### src/rtl/timer_ctrl_pkg.sv
// Shared constants and types for the timer controller slice.
//   state_t  : controller FSM encoding, also driven out on the state port
//   TMR_CLR  : code on the timer count input that clears its prescaler
//   step_cnt : one-step up/down move of the 4-bit count (no wrap handling;
//              the controller stops at the terminal value before a wrap)
package timer_ctrl_pkg;

  typedef enum logic [1:0] {
    ST_IDLE  = 2'd0,
    ST_RUN   = 2'd1,
    ST_PAUSE = 2'd2,
    ST_DONE  = 2'd3
  } state_t;

  localparam logic [3:0] TMR_CLR = 4'hF;
  localparam logic [3:0] TMR_NOP = 4'h0;

  function automatic logic [3:0] step_cnt(input logic [3:0] cnt, input logic down);
    return down ? (cnt - 4'd1) : (cnt + 4'd1);
  endfunction

endpackage

### src/rtl/timer_ctrl_timer.sv
// Prescaler timer: while signal is high it counts clocks and raises flag
// for one clock after every TIME enabled clocks. Dropping signal, or
// presenting TMR_CLR on count, restarts the prescaler from zero, so the
// first flag after (re)enable is always a full period away.
//   clk    : clock, rising edge
//   n_rst  : asynchronous active-low reset
//   signal : enable (prescaler held at zero while low)
//   count  : command code; TMR_CLR clears the prescaler
//   flag   : registered one-clock tick
module timer_ctrl_timer import timer_ctrl_pkg::*; #(
  parameter logic [27:0] TIME = 28'h2FA_F080
) (
  input  logic       clk,
  input  logic       n_rst,
  input  logic       signal,
  input  logic [3:0] count,
  output logic       flag
);

  logic [27:0] pre;

  always_ff @(posedge clk or negedge n_rst) begin
    if (!n_rst) begin
      pre  <= '0;
      flag <= 1'b0;
    end else if (count == TMR_CLR || !signal) begin
      pre  <= '0;
      flag <= 1'b0;
    end else if (pre == TIME - 28'd1) begin
      pre  <= '0;
      flag <= 1'b1;
    end else begin
      pre  <= pre + 28'd1;
      flag <= 1'b0;
    end
  end

endmodule

### src/rtl/timer_ctrl.sv
// Run/pause/done controller around a prescaler timer. A start in IDLE
// latches limit and mode and counts up 0->limit or down limit->0, one step
// per timer tick; stop pauses (discarding the partial prescaler period),
// clear aborts to IDLE from anywhere.
//   clk   : clock, rising edge          n_rst : async active-low reset
//   start : begin / resume request      stop  : pause request
//   clear : abort request               mode  : 0 up, 1 down
//   limit : terminal count (sampled on start from IDLE)
//   count : registered count            run   : high in RUN
//   done  : high in DONE                state : FSM state code
module timer_ctrl import timer_ctrl_pkg::*; #(
  parameter logic [27:0] TIME = 28'h2FA_F080
) (
  input  logic       clk,
  input  logic       n_rst,
  input  logic       start,
  input  logic       stop,
  input  logic       clear,
  input  logic       mode,
  input  logic [3:0] limit,
  output logic [3:0] count,
  output logic       run,
  output logic       done,
  output logic [1:0] state
);

  state_t     state_q, state_nxt;
  logic [3:0] count_q, count_nxt;
  logic [3:0] lim_q, lim_nxt;
  logic       mode_q, mode_nxt;
  logic       tick;
  logic [3:0] tmr_cmd;
  logic [3:0] stepped;
  logic [3:0] target;

  // The timer only runs while in RUN, so every RUN entry restarts its
  // prescaler; the clear code also wipes it on an abort.
  assign tmr_cmd = clear ? TMR_CLR : TMR_NOP;

  timer_ctrl_timer #(.TIME(TIME)) u_timer (
    .clk    (clk),
    .n_rst  (n_rst),
    .signal (run),
    .count  (tmr_cmd),
    .flag   (tick)
  );

  always_comb begin
    state_nxt = state_q;
    count_nxt = count_q;
    lim_nxt   = lim_q;
    mode_nxt  = mode_q;
    target    = mode_q ? 4'h0 : lim_q;
    stepped   = tick ? step_cnt(count_q, mode_q) : count_q;

    if (clear) begin
      state_nxt = ST_IDLE;
      count_nxt = '0;
    end else begin
      case (state_q)
        ST_IDLE: begin
          if (start) begin
            lim_nxt  = limit;
            mode_nxt = mode;
            // A zero limit is already terminal in either direction.
            if (limit == 4'h0) begin
              state_nxt = ST_DONE;
              count_nxt = '0;
            end else begin
              state_nxt = ST_RUN;
              count_nxt = mode ? limit : 4'h0;
            end
          end
        end
        ST_RUN: begin
          // A tick coinciding with stop still counts; reaching the
          // terminal value wins over the pause.
          count_nxt = stepped;
          if (tick && stepped == target) state_nxt = ST_DONE;
          else if (stop)                 state_nxt = ST_PAUSE;
        end
        ST_PAUSE: begin
          if (start) state_nxt = ST_RUN;
        end
        default: ;
      endcase
    end
  end

  always_ff @(posedge clk or negedge n_rst) begin
    if (!n_rst) begin
      state_q <= ST_IDLE;
      count_q <= '0;
      lim_q   <= '0;
      mode_q  <= 1'b0;
    end else begin
      state_q <= state_nxt;
      count_q <= count_nxt;
      lim_q   <= lim_nxt;
      mode_q  <= mode_nxt;
    end
  end

  assign count = count_q;
  assign run   = (state_q == ST_RUN);
  assign done  = (state_q == ST_DONE);
  assign state = state_q;

endmodule

### config.mk
export PLATFORM = sky130hd
export DESIGN_NAME = timer_ctrl
export DESIGN_NICKNAME = d
export VERILOG_FILES = /design/src/rtl/timer_ctrl_pkg.sv /design/src/rtl/timer_ctrl_timer.sv /design/src/rtl/timer_ctrl.sv
export SDC_FILE = /design/constraint.sdc
export NUM_CORES = 1
export LEC_CHECK = 0
export CAP_MARGIN = 20
export CORE_ASPECT_RATIO = 2
export CORE_MARGIN = 3
export CORE_UTILIZATION = 57
export DETAILED_ROUTE_END_ITERATION = 10
export GPL_TIMING_DRIVEN = 1
export PLACE_DENSITY = 0.78
export SLEW_MARGIN = 20
export SYNTH_ARGS = -nofsm -noshare
export SYNTH_HDL_FRONTEND = slang
export SYNTH_SLANG_ARGS = --single-unit
### constraint.sdc
create_clock -name clk -period 3.3 [get_ports clk]
set_clock_uncertainty 0.05 [all_clocks]
set_input_delay 0.66 -clock clk [delete_from_list [all_inputs] [get_ports clk]]
set_output_delay 0.66 -clock clk [all_outputs]
set_load 0.01 [all_outputs]
; Yosys cells after proc, flatten, opt, wreduce, memory -nomap -nowiden
; Cells that the tools add are included.
[classes]
add_sub_neg = 3
eq_ne = 9
n_mux = 20
bitwise = 1
n_reduce_logical = 10
[ops]
columns = op, n
row1 = 28-bit 2-to-1 mux, 2
row2 = 4-bit 2-to-1 mux, 8
row3 = 28-bit by 1-bit adder with 28-bit output (second input constant), 1
row4 = 28-bit by 26-bit equality test with 1-bit output (second input constant), 1
row5 = 2-bit 2-to-1 mux, 6
row6 = 4-bit one-hot mux with 2 select lines, 1
row7 = 3-bit != test (second input constant), 2
row8 = 2-bit one-hot mux with 3 select lines, 1
row9 = 4-bit by 1-bit adder with 4-bit output (second input constant), 1
row10 = 2-bit equality test (second input constant), 2
row11 = 4-bit equality test, 1
row12 = 4-bit equality test (second input constant), 1
row13 = 4-bit logical NOT, 1
row14 = 4-bit != test (second input constant), 1
row15 = 4-bit AND reduction, 1
row16 = 4-bit nonzero test, 1
row17 = 4-bit by 1-bit subtractor with 4-bit output (second input constant), 1
row18 = 3-bit AND reduction, 1
row19 = 3-bit nonzero test, 1
row20 = 2-bit by 1-bit equality test with 1-bit output (second input constant), 1
row21 = 2-bit logical NOT, 1
row22 = 1-bit 2-to-1 mux, 2
row23 = 2-bit AND reduction, 1
row24 = 1-bit logical AND, 1
row25 = other kinds (3), 3
[totals]
reg_bits = 40
input_bits = 10
output_inout_bits = 8
elab_cells = 49

; Logic depth before layout (Yosys ltp)
; Gate-level depths: netlist of run 1.
[logic_depth]
word_depth = 8
depth_mapped = 8
depth_no_buf = 7

; Modules after synthesis
; A second synthesis of run 1 with hierarchy kept.
[unflattened]
hier_cells = 262
area_unflattened_um2 = 2518.7
[modules_own_cells]
columns = mod, instances, cells_per_inst, area_each_um2, seq_area_each_um2
row1 = timer_ctrl_timer, 1, 163, 1589.0, 725.7
row2 = timer_ctrl, 1, 99, 929.6, 275.3

; Worst setup path before layout of run 1
; No wires, ideal clock.
[synth_path]
path_type = flip-flop to flip-flop
start = register count_q[0], in the netlist count[0]
end = register state_q[1], in the netlist state[1]
setup_ns = 0.125
t_arrival_ns = 2.174
required_ns = 3.125
slack_ns = 0.951
path_stages_with_launch = 8
n_path_buf = 0
period_less_slack_ns = 2.349
path_cell_list = dfrtp_1 -> inv_1 -> fa_1 -> xor2_1 -> and4_1 -> o311a_1 -> o221ai_1 -> mux2_2
[synth_between]
elab_chain_len = 8
word_cells_on_any_way = 11
classes_between = add/sub: 2 / eq/ne: 2 / mux: 5 / reduce/logical: 2
[synth_rtl]
columns = element, line_no
row1 = "start, declared", timer_ctrl.sv:28  ; logic [3:0] count_q, count_nxt;
row2 = "start signal, assigned", timer_ctrl.sv:98  ; count_q <= count_nxt;
row3 = 4-bit by 1-bit adder with 4-bit output / 4-bit by 1-bit subtractor with 4-bit output (equally long branches), timer_ctrl_pkg.sv:19  ; return down ? (cnt - 4'd1) : (cnt + 4'd1);
row4 = 4-bit 2-to-1 mux, timer_ctrl_pkg.sv:19
row5 = 4-bit 2-to-1 mux (*), timer_ctrl.sv:54  ; stepped = tick ? step_cnt(count_q, mode_q) : count_q;
row6 = 4-bit equality test (*), timer_ctrl.sv:79  ; if (tick && stepped == target) state_nxt = ST_DONE;
row7 = 1-bit logical AND (*), timer_ctrl.sv:79
row8 = 2-bit 2-to-1 mux, timer_ctrl.sv:79
row9 = 2-bit one-hot mux with 3 select lines, timer_ctrl.sv:60  ; case (state_q)
row10 = 2-bit 2-to-1 mux, timer_ctrl.sv:56  ; if (clear) begin
row11 = "end signal, assigned", timer_ctrl.sv:97  ; state_q <= state_nxt;
row12 = "end, declared", timer_ctrl.sv:27  ; state_t state_q, state_nxt;
; Mark *: on every way between the ends. The rest lies on a longest branch, timed or not.
; A chain may end at the register's enable or synchronous reset.

; Worst setup path after layout of run 1
[layout_path]
start = register state_q[1], in the netlist state[1]
end = output run
[layout_between]
elab_chain_len = 1
[layout_rtl]
columns = element, line_no
row1 = 2-bit by 1-bit equality test with 1-bit output, timer_ctrl.sv:105  ; assign run = (state_q == ST_RUN);
row2 = "end, declared", timer_ctrl.sv:22  ; output logic run,
; No other way between the ends.

==> impl_metrics.toml, run 1 <==
[worst_setup_path]
reg2reg_depth = 7
worst-path-max-fanout = 13
critical_path.reg2reg.endpoint = "state[1]$_DFFE_PN0P_"
timing.critical_path.from_type = "register"
cp-endpoint = "run"
worst-r2r-setup-slack_ps = 790
cp_slowest_cell = "clkdlybuf4s50_1"
r2r-start = "mode_q$_DFFE_PN0P_"
cp_cell_sequence = "inv_1 -> ha_1 -> clkdlybuf4s50_1"
timing.critical_path.to_type = "output pin"
worstPathArrival_ps = 1920
worst_setup_path_startpoint = "state[1]$_DFFE_PN0P_"
crit_type = "reg -> out"
critPathMaxStageDelay_ps = 620
cp_data_required_time_ps = 2590

[logic_synthesis]
cell_types_with_the_largest_area_share_after_synthesis = "dfrtp_1, xnor2_1, nor2_1"
synthDominantAreaCellType = "dfrtp_1"
synth-async-reset-ratio_pct = 100
mappedNetlistNets = 265
syn-instance-count = 247
synth_enable_flop_cells = 0
yosys_register_bits = 40
synth_top_area_share_pct = 43.1
netlist_area_pre_place_um2 = 2320
ys.warnings.count = 0
netlist-cell-type-count = 39
syn-mean-instance-area_um2 = 9.41
seq_area_frac_synth_pct = 43.1
ys.flop_type = "dfrtp_1"

[layout]
n_antenna_cell = 0
nFillCells = 340
drive_gt1_share_pct = 6.77
layout_common_cells = "nor2_1, dfrtp_1, xnor2_1, clkdlybuf4s50_1, nand2_1"
post-route-util_pct = 67.4
finish.net_count = 283
layout-area-overhead-vs-synth_pct = 12.6
layoutNonFillerInstCount = 317
final_common_cell = "nor2_1"

[floorplanning]
die-height_um = 96.3
fp-row-count = 32
initial_utilization_pct = 59.9
ioPinCount = 18
core_area_um2 = 3880
die_w_um = 51.2
dieArea_um2 = 4930

[power_and_ir_drop]
cellPowerDensity_nw_per_um2 = 504
p_leak_uw = 0.00103
worst_ir_drop_vdd_uv = 501
finalPower_uw = 1320

[route]
ant_nets = 0
drt-initial-drc-count = 46
drt-vias-per-instance = 5.83
post_drt_wl_per_cell_um = 15.4
totalWireLength_um = 4880
drt_pass1_iterations = 4
route.vias.total = 1849
drc = 0

[placement]
dpl.cell_count = 309
place_hpwl_um = 3620
buffer_ports.inserted = 17
finalWeightedCongestion = 0.837

[grt]
grt_antenna_before_repair = 0
first_global_vias = 1869
grt_pass1_wl_um = 8200
track_usage_pct = 22.3
grt_overflow_total = 0
maximum_number_of_pins_on_one_net_before_global_route_repair = 41

[job]
maxCapViolations = 0

[sta]
slew_limit_fails = 0
setup_viol_count_final = 0
slew_at_the_pin_with_the_worst_max_slew_slack_ps = 868
hold_viol_final = 0
worst_slew_margin_rel_pct = 42.1
unrepaired_setup_endpoints_after_global_routing = "false"
min_period_over_period_pct = 79.7
worst_hold_slack_ps = 432
final.setup.tns_ps = 0
period_minus_slack_ps = 2630
achievable-frequency_mhz = 380

[cts]
hold_buffers = 0
clkTransAtPathRegs_ps = 80
cts_max_level = 2
clk_root_buffer_cell = "clkbuf_8"
cts_inserted_buffers = 5
tritoncts = "done"
insertion_delay_ps = 290
cts_buffer_depth = 2
clock_sink_count = 40
cts_setup_buffers = 0
cts-resized-gates = 0

[status]
status = "complete, no violations"

[worst_hold_path]
hold_path.class = "in -> async"
sequential cells by signal, summed over array words and instances (netlist names):
name          count
u_timer.pre      28
count             4
lim_q             4
state             2
mode_q            1
u_timer.flag      1
power by group:
group / internal (uW) / switching [uW] / total [uW]
clock: 224 / 164 / 388
sequential: 526 / 47.4 / 573
combinational: 166 / 194 / 359
total: 916 / 405 / 1320
critical path: cells and delay by family, from the launching register on:
kind                       cells  cell delay (ps)
buffers and inverters          2              750
adders and majority gates      1              440
DFF                            1              440
layout make-up:
| cell class | instances | area [um^2] | share of cell area [%] |
|---|---|---|---|
| multi-input cells | 187 | 1220 | 46.6 |
| flip-flops and latches | 40 | 1000 | 38.2 |
| repair buffers | 19 | 180 | 6.88 |
| clock buffers | 6 | 72.6 | 2.77 |
| well taps | 51 | 63.8 | 2.44 |
| inverters | 12 | 45.0 | 1.72 |
| clock inverters | 2 | 35.0 | 1.34 |
cells in the mapped netlist, types with 5 or more instances:
library cell / count
nor2_1: 45
dfrtp_1: 40
xnor2_1: 20
nand2_1: 13
inv_1: 12
nand3_1: 12
xor2_1: 11
ha_1: 7
mux2_2: 7
nor3_1: 7
a21oi_1: 6
nand4_1: 6
and4_1: 5
metal layers:
layer	part of all wire (%)	vias to the layer above	global-route usage (%)
met5	0	-	0
met4	1.7	0	10.6
met3	3.0	6	3.72
met2	58	34	42.5
met1	38	922	22.6
li1	-	887	-
cells by family (layout without fill, tap and decap cells):
family          after synthesis  count (layout)  share of synthesized area [%]
xor+xnor                     31              31                           11.7
compound gates               27              27                           8.29
fa+ha+maj                     8               8                           4.63
buf+inv                      20              39                           4.41
simple gates                113             113                           24.1
flops                        40              40                           43.1
mux                           8               8                           3.82
worst min-delay path by stage:
stage | from | end | slack, ps | cells past startpoint
after floorplan | n_rst | count[0]$_DFFE_PN0P_ | 310 | 0
after global placement | u_timer.pre[0]$_DFF_PN0_ | u_timer.pre[0]$_DFF_PN0_ | 450 | 1
after detailed placement | lim_q[3]$_DFFE_PN0P_ | lim_q[3]$_DFFE_PN0P_ | 450 | 1
after CTS | n_rst | u_timer.pre[5]$_DFF_PN0_ | 470 | 1
after global routing | u_timer.pre[0]$_DFF_PN0_ | u_timer.pre[0]$_DFF_PN0_ | 490 | 1
final | n_rst | u_timer.pre[5]$_DFF_PN0_ | 430 | 1
metrics by stage:
| step | cell area, um^2 | worst slack (ps) |
|---|---|---|
| final | 2620 | 671 |
| after global routing | 2620 | 565 |
| after CTS | 2620 | 676 |
| after detailed placement | 2510 | 821 |
| after global placement | 2510 | 855 |
| after floorplan | 2320 | 951 |
Power figures use the tool's default switching activity.
==> run 2: changes to the inputs <==
CORE_UTILIZATION = 52   (was 57)
PLACE_DENSITY = 0.75   (was 0.78)
clock period = 2.3 ns   (was 3.3 ns; I/O delays follow)
==> impl_metrics.toml, run 2 (same netlist as run 1, synthesis figures left out) <==
[status]
status = "complete, no violations"

[worst_setup_path]
worst-r2r-setup-slack_ps = 60
reg2reg_depth = 7
worst_setup_path_startpoint = "mode_q$_DFFE_PN0P_"
r2r-start = "mode_q$_DFFE_PN0P_"
critical_path.reg2reg.endpoint = "state[1]$_DFFE_PN0P_"
timing.critical_path.to_type = "register"
worst-path-max-fanout = 4
cp_data_required_time_ps = 2430
crit_type = "reg -> reg"
timing.critical_path.from_type = "register"
cp-endpoint = "state[1]$_DFFE_PN0P_"
worstPathArrival_ps = 2370

[power_and_ir_drop]
switching_part_of_the_total_power_pct = 33.1
p_leak_uw = 0.00110
cellPowerDensity_nw_per_um2 = 699
cellInternalPower_uw = 1300
netSwitchingPower_uw = 642
finalPower_uw = 1940
worst_ir_drop_vdd_uv = 503
clock_power_share_pct = 23.1
share_comb_of_total_power_pct = 35.2
p_seq_share_pct = 41.7

[cts]
cts_inserted_buffers = 5
clock_sink_count = 40
clkTransAtPathRegs_ps = 80
tritoncts = "done"
cts_buffer_depth = 2
clk_root_buffer_cell = "clkbuf_8"
cts_max_level = 2
insertion_delay_ps = 290
hold_buffers = 0

[layout]
final_cell_area_um2 = 2780
n_antenna_cell = 0
final_common_cell = "nor2_1"
finish.net_count = 298
layout-area-overhead-vs-synth_pct = 19.4
drive_gt1_share_pct = 15.7
nFillCells = 372
layout_common_cells = "nor2_1, dfrtp_1, xnor2_1, clkdlybuf4s50_1, buf_4"
max_flop_register = "u_timer.pre"
number_of_flip_flops_in_the_largest_register = 28

[job]
maxCapViolations = 0

[sta]
achievable-frequency_mhz = 446
slew_limit_fails = 0
setup_viol_count_final = 0
final.setup.tns_ps = 0
period_minus_slack_ps = 2240
hold_viol_final = 0
min_period_over_period_pct = 97.6
slew_at_the_pin_with_the_worst_max_slew_slack_ps = 512
worst_slew_margin_rel_pct = 65.9
unrepaired_setup_endpoints_after_global_routing = "true"

[grt]
grt_overflow_total = 0
maximum_number_of_pins_on_one_net_before_global_route_repair = 41
first_global_vias = 1937
grt_pass1_wl_um = 8630
grt_antenna_before_repair = 0
track_usage_pct = 21.8

[route]
totalWireLength_um = 5240
drt-initial-drc-count = 40
route.vias.total = 1859
drt-vias-per-instance = 5.58
drc = 0
post_drt_wl_per_cell_um = 15.7
drt_pass1_iterations = 4
ant_nets = 0

[placement]
cell_area_placed_um2 = 2620
buffer_ports.inserted = 17
place_hpwl_um = 3710
finalWeightedCongestion = 0.784

[worst_hold_path]
hold_path.class = "in -> async"

[floorplanning]
ioPinCount = 18
die-height_um = 101
die_w_um = 53.3
dieArea_um2 = 5360
core_area_um2 = 4210
initial_utilization_pct = 55.2
fp-row-count = 33
==> run 2: power by group through the flow <==
stage               sequential [uW]  clock (uW)  combinational, uW
floorplan                       826           0                366
global placement                821           0                579
detailed placement              824           0                595
CTS                             809         462                627
global route                    814         493                747
finish                          810         447                684
==> run 2: repair_timing <==
| item | in CTS | in global routing |
|---|---|---|
| setup buffers | 2 | 1 |
| pin swaps | 1 | 3 |
| endpoints found under the setup margin | 1 | 2 |
| resized for setup | 2 | 11 |
==> run 2: layout make-up <==
class / count / area (um^2) / share of cell area [%]
sequential: 40 / 1000 / 36.1
clock buffer: 7 / 76.3 / 2.75
multi-input combinational: 187 / 1280 / 46.0
clock inverter: 1 / 5.00 / 0.180
tap: 52 / 65.1 / 2.34
timing repair buffer: 34 / 305 / 11.0
inverter: 12 / 45.0 / 1.62
==> run 2: per-layer routing <==
layer	routed length [um]	GRT usage, %	vias up
li1	-	-	921
met1	2040	22.7	902
met2	2990	40.3	28
met3	118	3.85	8
met4	97	9.45	0
met5	0	0	-
==> run 2: how the worst min path moves through the flow <==
stage                                     from                        end  cells past startpoint
after floorplan                          n_rst       count[0]$_DFFE_PN0P_                      0
after global placement    lim_q[2]$_DFFE_PN0P_       lim_q[2]$_DFFE_PN0P_                      1
after detailed placement  lim_q[2]$_DFFE_PN0P_       lim_q[2]$_DFFE_PN0P_                      1
after CTS                                n_rst  u_timer.pre[23]$_DFF_PN0_                      2
after global routing                     n_rst   u_timer.pre[7]$_DFF_PN0_                      2
final                                    n_rst  u_timer.pre[22]$_DFF_PN0_                      2
==> run 2: stage by stage <==
stage | worst slack (ps) | util (%) | std cells | hold WS, ps
global placement | 43.6 | 62.1 | 322 | 428
detailed placement | -7.77 | 62.1 | 322 | 449
CTS | 11.3 | 64.6 | 332 | 184
finish | 56.2 | 65.9 | 333 | 167
floorplan | 12.2 | - | 247 | 114
global route | -27.0 | 65.9 | 333 | 201
==> run 2: critical path, cell delays in order (launching register included) <==
cell and delay (ps):
dfrtp_1 400, inv_2 70, fa_2 600, xor2_1 70, and4_1 150, o311a_1 380
o221ai_2 90, mux2_4 320
